## src/rtl/sid_pkg.sv

```systemverilog
// Shared definitions for the SID DCA scheduler: widths, slot count, FSM states,
// operand payload and the offset-binary to two's-complement wave conversion.
// Optional feature macro: SID_DCA_EXT_EN (adds a fourth, external slot).
package sid_pkg;

    localparam int unsigned WAVE_W     = 12;
    localparam int unsigned ENV_W      = 8;
    localparam int unsigned OPND_A_W   = 13;
    localparam int unsigned OPND_B_W   = 9;
    localparam int unsigned PROD_W     = 20;
    localparam int unsigned VOICE_W    = 14;
    localparam int unsigned FRAC_SHIFT = 6;
    localparam int unsigned TAG_W      = 2;

`ifdef SID_DCA_EXT_EN
    localparam int unsigned NSLOT = 4;
`else
    localparam int unsigned NSLOT = 3;
`endif

    typedef enum logic [1:0] {
        ST_IDLE,
        ST_ISSUE,
        ST_DRAIN,
        ST_COMMIT
    } sid_state_e;

    typedef logic [TAG_W-1:0] sid_tag_t;

    // One multiplier job: signed sample and unsigned gain.
    typedef struct packed {
        logic [WAVE_W-1:0] sample;
        logic [ENV_W-1:0]  gain;
    } sid_operand_t;

    // Offset-binary wave to two's complement: flipping the MSB subtracts 2048.
    function automatic logic [WAVE_W-1:0] wave_to_signed(input logic [WAVE_W-1:0] w);
        return {~w[WAVE_W-1], w[WAVE_W-2:0]};
    endfunction

endpackage

```

## src/rtl/sid_dca_sched_if.sv

```systemverilog
// Voice-side bus of the DCA scheduler.
// slave  : the scheduler (consumes ce_1m/wave/env, produces voice/status).
// master : the voice/envelope side and mixer that connect to it.
// ce_1m, wave0..2, env0..2 -> scheduler; voice0..2, out_valid, busy, overrun <- scheduler.
// With SID_DCA_EXT_EN: ext_in, ext_gain -> scheduler; voice_ext <- scheduler.
interface sid_dca_sched_if;
    import sid_pkg::*;

    logic               ce_1m;
    logic [WAVE_W-1:0]  wave0;
    logic [WAVE_W-1:0]  wave1;
    logic [WAVE_W-1:0]  wave2;
    logic [ENV_W-1:0]   env0;
    logic [ENV_W-1:0]   env1;
    logic [ENV_W-1:0]   env2;
    logic [VOICE_W-1:0] voice0;
    logic [VOICE_W-1:0] voice1;
    logic [VOICE_W-1:0] voice2;
    logic               out_valid;
    logic               busy;
    logic               overrun;
`ifdef SID_DCA_EXT_EN
    logic [WAVE_W-1:0]  ext_in;
    logic [ENV_W-1:0]   ext_gain;
    logic [VOICE_W-1:0] voice_ext;
`endif

    modport slave (
        input  ce_1m, wave0, wave1, wave2, env0, env1, env2,
`ifdef SID_DCA_EXT_EN
        input  ext_in, ext_gain,
        output voice_ext,
`endif
        output voice0, voice1, voice2, out_valid, busy, overrun
    );

    modport master (
        output ce_1m, wave0, wave1, wave2, env0, env1, env2,
`ifdef SID_DCA_EXT_EN
        output ext_in, ext_gain,
        input  voice_ext,
`endif
        input  voice0, voice1, voice2, out_valid, busy, overrun
    );

endinterface

```

## src/rtl/sid_mul_pipe.sv

```systemverilog
// 13x9 signed multiplier with LAT register stages; tag and valid travel with the
// product. result is the product scaled by 2^-6 (arithmetic floor).
// Ports: clock, reset, a, b, in_valid, in_tag -> result, out_valid, out_tag.
module sid_mul_pipe
    import sid_pkg::*;
#(
    parameter int unsigned LAT = 2
) (
    input  logic                       clock,
    input  logic                       reset,
    input  logic signed [OPND_A_W-1:0] a,
    input  logic signed [OPND_B_W-1:0] b,
    input  logic                       in_valid,
    input  sid_tag_t                   in_tag,
    output logic signed [VOICE_W-1:0]  result,
    output logic                       out_valid,
    output sid_tag_t                   out_tag
);

    logic signed [PROD_W-1:0] prod_c;
    logic signed [PROD_W-1:0] prod_q [LAT];
    sid_tag_t                 tag_q  [LAT];
    logic [LAT-1:0]           valid_q;

    // Operands are sign-extended to the product width before multiplying.
    assign prod_c = PROD_W'(a) * PROD_W'(b);

    // Valid sideband is the only state that needs clearing.
    always_ff @(posedge clock) begin
        if (reset) begin
            valid_q <= '0;
        end else begin
            valid_q[0] <= in_valid;
            for (int unsigned i = 1; i < LAT; i++) begin
                valid_q[i] <= valid_q[i-1];
            end
        end
    end

    // Product and tag shift along with valid.
    always_ff @(posedge clock) begin
        prod_q[0] <= prod_c;
        tag_q[0]  <= in_tag;
        for (int unsigned i = 1; i < LAT; i++) begin
            prod_q[i] <= prod_q[i-1];
            tag_q[i]  <= tag_q[i-1];
        end
    end

    assign result    = VOICE_W'(prod_q[LAT-1] >>> FRAC_SHIFT);
    assign out_valid = valid_q[LAT-1];
    assign out_tag   = tag_q[LAT-1];

endmodule

```

## src/rtl/sid_dca_sched.sv

```systemverilog
// Time-multiplexed DCA: on each ce_1m snapshots all voice wave/envelope pairs,
// runs them through one shared multiplier and commits all voices together.
// Ports: clock, reset (sync, active-high), bus (sid_dca_sched_if.slave).
// Parameter MUL_LAT: multiplier depth, 1..3.
// Optional feature macro: SID_DCA_EXT_EN adds an external slot (voice_ext).
module sid_dca_sched
    import sid_pkg::*;
#(
    parameter int unsigned MUL_LAT = 2
) (
    input  logic            clock,
    input  logic            reset,
    sid_dca_sched_if.slave  bus
);

    sid_state_e   state_q, state_d;
    sid_tag_t     slot_q, slot_d;
    logic         capture_c;
    logic         issue_c;
    logic         commit_c;
    logic         overrun_set_c;

    sid_operand_t in_op_c  [NSLOT];
    sid_operand_t snap_q   [NSLOT];
    sid_operand_t issue_op_c;

    logic signed [OPND_A_W-1:0] mul_a_c;
    logic signed [OPND_B_W-1:0] mul_b_c;
    logic signed [VOICE_W-1:0]  mul_result;
    logic                       mul_valid;
    sid_tag_t                   mul_tag;

    logic signed [VOICE_W-1:0]  res_q   [NSLOT];
    logic signed [VOICE_W-1:0]  voice_q [NSLOT];
    logic                       out_valid_q;
    logic                       busy_q;
    logic                       overrun_q;

    // Live operands, converted to signed samples ready for capture.
    always_comb begin
        in_op_c[0] = '{sample: wave_to_signed(bus.wave0), gain: bus.env0};
        in_op_c[1] = '{sample: wave_to_signed(bus.wave1), gain: bus.env1};
        in_op_c[2] = '{sample: wave_to_signed(bus.wave2), gain: bus.env2};
`ifdef SID_DCA_EXT_EN
        // External sample is already two's complement.
        in_op_c[3] = '{sample: bus.ext_in, gain: bus.ext_gain};
`endif
    end

    // Next-state and control decode.
    always_comb begin
        state_d       = state_q;
        slot_d        = slot_q;
        capture_c     = 1'b0;
        issue_c       = 1'b0;
        commit_c      = 1'b0;
        overrun_set_c = 1'b0;
        case (state_q)
            ST_IDLE: begin
                if (bus.ce_1m) begin
                    capture_c = 1'b1;
                    slot_d    = '0;
                    state_d   = ST_ISSUE;
                end
            end
            ST_ISSUE: begin
                issue_c       = 1'b1;
                overrun_set_c = bus.ce_1m;
                slot_d        = slot_q + 2'd1;
                if (slot_q == sid_tag_t'(NSLOT - 1)) begin
                    state_d = ST_DRAIN;
                end
            end
            ST_DRAIN: begin
                overrun_set_c = bus.ce_1m;
                // Tags leave in issue order, so the last tag closes the sequence.
                if (mul_valid && mul_tag == sid_tag_t'(NSLOT - 1)) begin
                    commit_c = 1'b1;
                    state_d  = ST_COMMIT;
                end
            end
            ST_COMMIT: begin
                if (bus.ce_1m) begin
                    capture_c = 1'b1;
                    slot_d    = '0;
                    state_d   = ST_ISSUE;
                end else begin
                    state_d = ST_IDLE;
                end
            end
            default: state_d = ST_IDLE;
        endcase
    end

    // State register.
    always_ff @(posedge clock) begin
        if (reset) begin
            state_q <= ST_IDLE;
            slot_q  <= '0;
        end else begin
            state_q <= state_d;
            slot_q  <= slot_d;
        end
    end

    // Snapshot registers; only written on an accepted ce_1m.
    always_ff @(posedge clock) begin
        if (capture_c) begin
            snap_q <= in_op_c;
        end
    end

    // Operand select for the slot being issued.
    always_comb begin
        issue_op_c = snap_q[0];
        for (int unsigned k = 0; k < NSLOT; k++) begin
            if (slot_q == sid_tag_t'(k)) begin
                issue_op_c = snap_q[k];
            end
        end
    end

    assign mul_a_c = {issue_op_c.sample[WAVE_W-1], issue_op_c.sample};
    assign mul_b_c = {1'b0, issue_op_c.gain};

    sid_mul_pipe #(
        .LAT (MUL_LAT)
    ) u_mul (
        .clock     (clock),
        .reset     (reset),
        .a         (mul_a_c),
        .b         (mul_b_c),
        .in_valid  (issue_c),
        .in_tag    (slot_q),
        .result    (mul_result),
        .out_valid (mul_valid),
        .out_tag   (mul_tag)
    );

    // Tagged results land in their slot register as they leave the pipe.
    always_ff @(posedge clock) begin
        if (reset) begin
            for (int unsigned k = 0; k < NSLOT; k++) begin
                res_q[k] <= '0;
            end
        end else begin
            for (int unsigned k = 0; k < NSLOT; k++) begin
                if (mul_valid && mul_tag == sid_tag_t'(k)) begin
                    res_q[k] <= mul_result;
                end
            end
        end
    end

    // Output registers; the last slot bypasses its result register so the
    // commit is visible in the COMMIT cycle.
    always_ff @(posedge clock) begin
        if (reset) begin
            for (int unsigned k = 0; k < NSLOT; k++) begin
                voice_q[k] <= '0;
            end
            out_valid_q <= 1'b0;
            busy_q      <= 1'b0;
            overrun_q   <= 1'b0;
        end else begin
            out_valid_q <= commit_c;
            busy_q      <= (state_d == ST_ISSUE) || (state_d == ST_DRAIN);
            overrun_q   <= overrun_q | overrun_set_c;
            if (commit_c) begin
                for (int unsigned k = 0; k < NSLOT; k++) begin
                    voice_q[k] <= (mul_valid && mul_tag == sid_tag_t'(k)) ? mul_result : res_q[k];
                end
            end
        end
    end

    assign bus.voice0    = voice_q[0];
    assign bus.voice1    = voice_q[1];
    assign bus.voice2    = voice_q[2];
`ifdef SID_DCA_EXT_EN
    assign bus.voice_ext = voice_q[3];
`endif
    assign bus.out_valid = out_valid_q;
    assign bus.busy      = busy_q;
    assign bus.overrun   = overrun_q;

endmodule

```

## src/flat_wrapper.sv

```systemverilog
// flat-port wrapper written by rule: the top's interface ports become plain ports
module sid_dca_sched_flat import sid_pkg::*;
#(
    parameter int unsigned MUL_LAT = 2
)
  (clock, reset, bus_ce_1m, bus_wave0, bus_wave1, bus_wave2, bus_env0, bus_env1, bus_env2, bus_voice0, bus_voice1, bus_voice2, bus_out_valid, bus_busy, bus_overrun);
  sid_dca_sched_if bus_i ();
  input  logic clock;
  input  logic reset;
  input wire logic [$bits(bus_i.ce_1m)-1:0] bus_ce_1m;
  input wire logic [$bits(bus_i.wave0)-1:0] bus_wave0;
  input wire logic [$bits(bus_i.wave1)-1:0] bus_wave1;
  input wire logic [$bits(bus_i.wave2)-1:0] bus_wave2;
  input wire logic [$bits(bus_i.env0)-1:0] bus_env0;
  input wire logic [$bits(bus_i.env1)-1:0] bus_env1;
  input wire logic [$bits(bus_i.env2)-1:0] bus_env2;
  output wire logic [$bits(bus_i.voice0)-1:0] bus_voice0;
  output wire logic [$bits(bus_i.voice1)-1:0] bus_voice1;
  output wire logic [$bits(bus_i.voice2)-1:0] bus_voice2;
  output wire logic [$bits(bus_i.out_valid)-1:0] bus_out_valid;
  output wire logic [$bits(bus_i.busy)-1:0] bus_busy;
  output wire logic [$bits(bus_i.overrun)-1:0] bus_overrun;
  assign bus_i.ce_1m = bus_ce_1m;
  assign bus_i.wave0 = bus_wave0;
  assign bus_i.wave1 = bus_wave1;
  assign bus_i.wave2 = bus_wave2;
  assign bus_i.env0 = bus_env0;
  assign bus_i.env1 = bus_env1;
  assign bus_i.env2 = bus_env2;
  assign bus_voice0 = bus_i.voice0;
  assign bus_voice1 = bus_i.voice1;
  assign bus_voice2 = bus_i.voice2;
  assign bus_out_valid = bus_i.out_valid;
  assign bus_busy = bus_i.busy;
  assign bus_overrun = bus_i.overrun;
  sid_dca_sched #(.MUL_LAT(MUL_LAT)) u_core (.clock(clock), .reset(reset), .bus(bus_i));
endmodule
```

## config.mk

```make
export PLATFORM = sky130hd
export DESIGN_NAME = sid_dca_sched_flat
export DESIGN_NICKNAME = d
export VERILOG_FILES = /design/src/rtl/sid_pkg.sv /design/src/rtl/sid_dca_sched_if.sv /design/src/rtl/sid_mul_pipe.sv /design/src/rtl/sid_dca_sched.sv /design/src/flat_wrapper.sv
export SDC_FILE = /design/constraint.sdc
export NUM_CORES = 1
export LEC_CHECK = 0
export BUFFER_PORTS_ARGS = -buffer_cell sky130_fd_sc_hd__buf_2
export CAP_MARGIN = 10
export CORE_MARGIN = 2
export CORE_UTILIZATION = 45
export CTS_CLUSTER_SIZE = 28
export DETAILED_ROUTE_END_ITERATION = 7
export PLACE_DENSITY = 0.73
export SLEW_MARGIN = 25
export SYNTH_ARGS = -nofsm -noshare
export SYNTH_HDL_FRONTEND = slang
export SYNTH_SLANG_ARGS = --single-unit
```

## constraint.sdc

```tcl
create_clock -name clock -period 13.5 [get_ports clock]
set_clock_uncertainty 0.05 [all_clocks]
set_input_delay 1.35 -clock clock [delete_from_list [all_inputs] [get_ports clock]]
set_output_delay 1.35 -clock clock [all_outputs]
set_load 0.02 [all_outputs]
```

==> out/results.ini <==
[global_route]
grtUsageTotal_pct = 16.2
grt_pass1_vias = 5905
antenna_found_initial = 0
grt_pass1_wl_um = 28200
globalRouteOverflowTotal = 0
grt_max_degree = 62

[worst_hold_path]
hp-class = reg -> reg

[setup_path]
critPathLaunchType = flop
crit_buf_inv = 5
worst-setup-path-type = reg -> reg
crit_chain = inv_1 -> ha_2 -> inv_1 -> a21oi_1 -> nand2_1 -> fa_1 -> inv_1 -> fa_1 -> fa_1 -> inv_1 -> fa_1 -> inv_1 -> ha_1 -> a21o_1 -> a21o_1 -> a21oi_1 -> nor2_1 -> a2111oi_0 -> a21oi_1
critical_path_required_ns = 13.73
cp.arrival_ns = 6.56
cpLargestDelayFamily = adder cells
crit_slowest_cell = a21oi_1
path_common_cell = inv_1
endpoint_kind = flop
slowest_delay_ns = 0.78
path_max_fanout = 55

[layout]
final_cell_area_um2 = 10900
area_delta_synth_final_pct = 14.9
nFillCells = 1786
drive_gt1_share_pct = 16.6
multi_input_area_um2 = 4200
diodes = 0
fin_cells = 1227
nets = 1118
seq_area_um2 = 4720

[yosys]
syn_area_um2 = 9470
yosys_warnings = 0
ys_seq_area_share_pct = 49.9
syn-num-nets = 1013
ys.flop_type = edfxtp_1
synth_edf_count = 130
netlist_instances = 834
avgSynthCellArea_um2 = 11.3
synth_cell_type_count = 44
async_flop_share_pct = 0
synth_seq_cells = 171

[clocking]
cts_setup_buffers = 0
clockBufferDepth = 2
ctsHoldBuffers = 0
worstSkewPairLatency_ns = 0.43
cts_max_level = 4
cts_tree = built
cts.clk_slew.worst_paths_ns = 0.07
cts_buffers = 17
clock-root-buffer = clkbuf_16
cts_num_sinks = 171
cts_resized = 0

[drt]
route.detailed.wl_per_inst_um = 13.6
drc = 0
totalWireLength_um = 16700
vias_per_cell = 4.85
ant_nets = 0
drt-pass1-iter-count = 4
vias = 5953
drt-initial-drc-count = 351

[timing]
fmax_mhz = 158
grt_setup_unrepaired = false
worstMarginPinSlew_ns = 0.972
drv_slew = 0
period_share_pct = 46.9
post-route-min-period_ns = 6.33
slew_headroom_pct = 35.2
hold_viol_final = 0
fin_setup_tns_ns = 0
setup_violations = 0

[floorplanning]
start_util_pct = 45.5
die_x_um = 149
die_y_um = 149
core_um2 = 20800
row_count = 53
die-area_um2 = 22200
io_pins = 108

[pwr]
leakage_nw = 4.74
power_density_nw_per_um2 = 196
vdd_drop_max_mv = 0.107

[placement]
dp_hpwl_um = 12900
dp_cells = 1195
gp_congestion = 0.837
io_buffers = 107
place_area_um2 = 10300

[status]
status = finished, final reports clean

[flow_run]
cap_violations = 0

## cells by family (layout without fill, tap and decap cells)
kind of cell    count (synthesis)  count (layout)  share of synthesized area [%]
compound gates                109             109                           7.24
xor+xnor                       19              19                           1.76
fa+ha+maj                     116             116                           21.3
buf+inv                       147             265                           5.94
flops                         171             171                           49.9
mux                            20              20                           2.13
simple gates                  252             252                           11.7
## cells in the mapped netlist, types with 2 or more instances
library cell | instances | area, µm²
edfxtp_1 | 130 | 3900
nand2_1 | 124 | 465
inv_1 | 120 | 450
fa_1 | 75 | 1500
nor2_1 | 60 | 225
a21oi_1 | 45 | 225
dfxtp_1 | 41 | 821
ha_1 | 41 | 513
and2_1 | 32 | 200
clkbuf_1 | 21 | 78.8
o21ai_0 | 20 | 100
mux2i_1 | 19 | 190
o21a_1 | 14 | 105
xnor2_1 | 13 | 114
a21o_1 | 7 | 52.6
nor2b_1 | 7 | 43.8
nand2b_1 | 6 | 37.5
nor3_1 | 6 | 30.0
o21ai_1 | 6 | 30.0
xor2_1 | 6 | 52.6
nand4_1 | 5 | 31.3
nand3_1 | 4 | 20.0
or3_1 | 4 | 25.0
a211oi_1 | 3 | 22.5
buf_1 | 3 | 11.3
and4_1 | 2 | 17.5
buf_2 | 2 | 10.0
o21bai_2 | 2 | 22.5
## flip-flops by register name, indices dropped and copies added, names as in the netlist
register and flops:
u_core.snap_q 60, u_core.voice_q 42, u_core.res_q 28, u_core.u_mul.prod_q 28, u_core.u_mul.tag_q 4, u_core.slot_q 2
u_core.state_q 2, u_core.u_mul.valid_q 2, u_core.bus.busy 1, u_core.bus.out_valid 1, u_core.bus.overrun 1
## power by group
| group | total (W) | switching (W) | internal (W) |
|---|---|---|---|
| combinational | 0.000977 | 0.000557 | 0.000420 |
| sequential | 0.000683 | 0.0000328 | 0.000651 |
| clock | 0.000469 | 0.000223 | 0.000246 |
## metal layers
layer,vias to the layer above,GRT usage [%],share of wire [%]
met5,-,0,0
met4,0,6.67,1.8
met3,16,3.09,5.5
met2,185,26.8,47
met1,2812,21.0,46
li1,2940,-,-
## final cells by class
| cell class | instances | share of cell area, % |
|---|---|---|
| clock buffer | 17 | 3.91 |
| clock inverter | 15 | 1.41 |
| inverter | 120 | 4.14 |
| multi-input combinational | 516 | 38.6 |
| sequential | 171 | 43.4 |
| tap | 275 | 3.16 |
| timing repair buffer | 113 | 5.34 |
## cell usage in the layout (no fill, tap or decap), drive strengths merged, types with 32 or more instances in the layout
cell    instances
inv           128
ha             41
and2           32
nor2           60
edfxtp        130
a21oi          45
dfxtp          41
nand2         124
buf           113
fa             75
## path summary, 6_finish.rpt
path,start,slack (ns),cells past startpoint,end
worst max-delay path,u_core.slot_q[0],7.17,19,u_core.u_mul.prod_q[0][18]
worst min-delay path,u_core.u_mul.prod_q[0][17],0.27,0,u_core.u_mul.prod_q[0][37]
worst max register to register,u_core.slot_q[0],7.17,19,u_core.u_mul.prod_q[0][18]
worst min register to register,u_core.u_mul.prod_q[0][17],0.27,0,u_core.u_mul.prod_q[0][37]
## per-stage QoR
stage	setup WS, ns	hold slack [ns]	power, W	util [%]
5_1_grt	6.78	0.282	0.00230	52.2
3_3_place_gp	7.34	0.260	0.00163	49.4
3_5_place_dp	7.27	0.262	0.00166	49.4
2_1_floorplan	7.96	0.260	0.00146	-
4_1_cts	7.22	0.278	0.00214	52.2
6_report	7.17	0.273	0.00213	52.2
(Power assumes the default switching activity.)
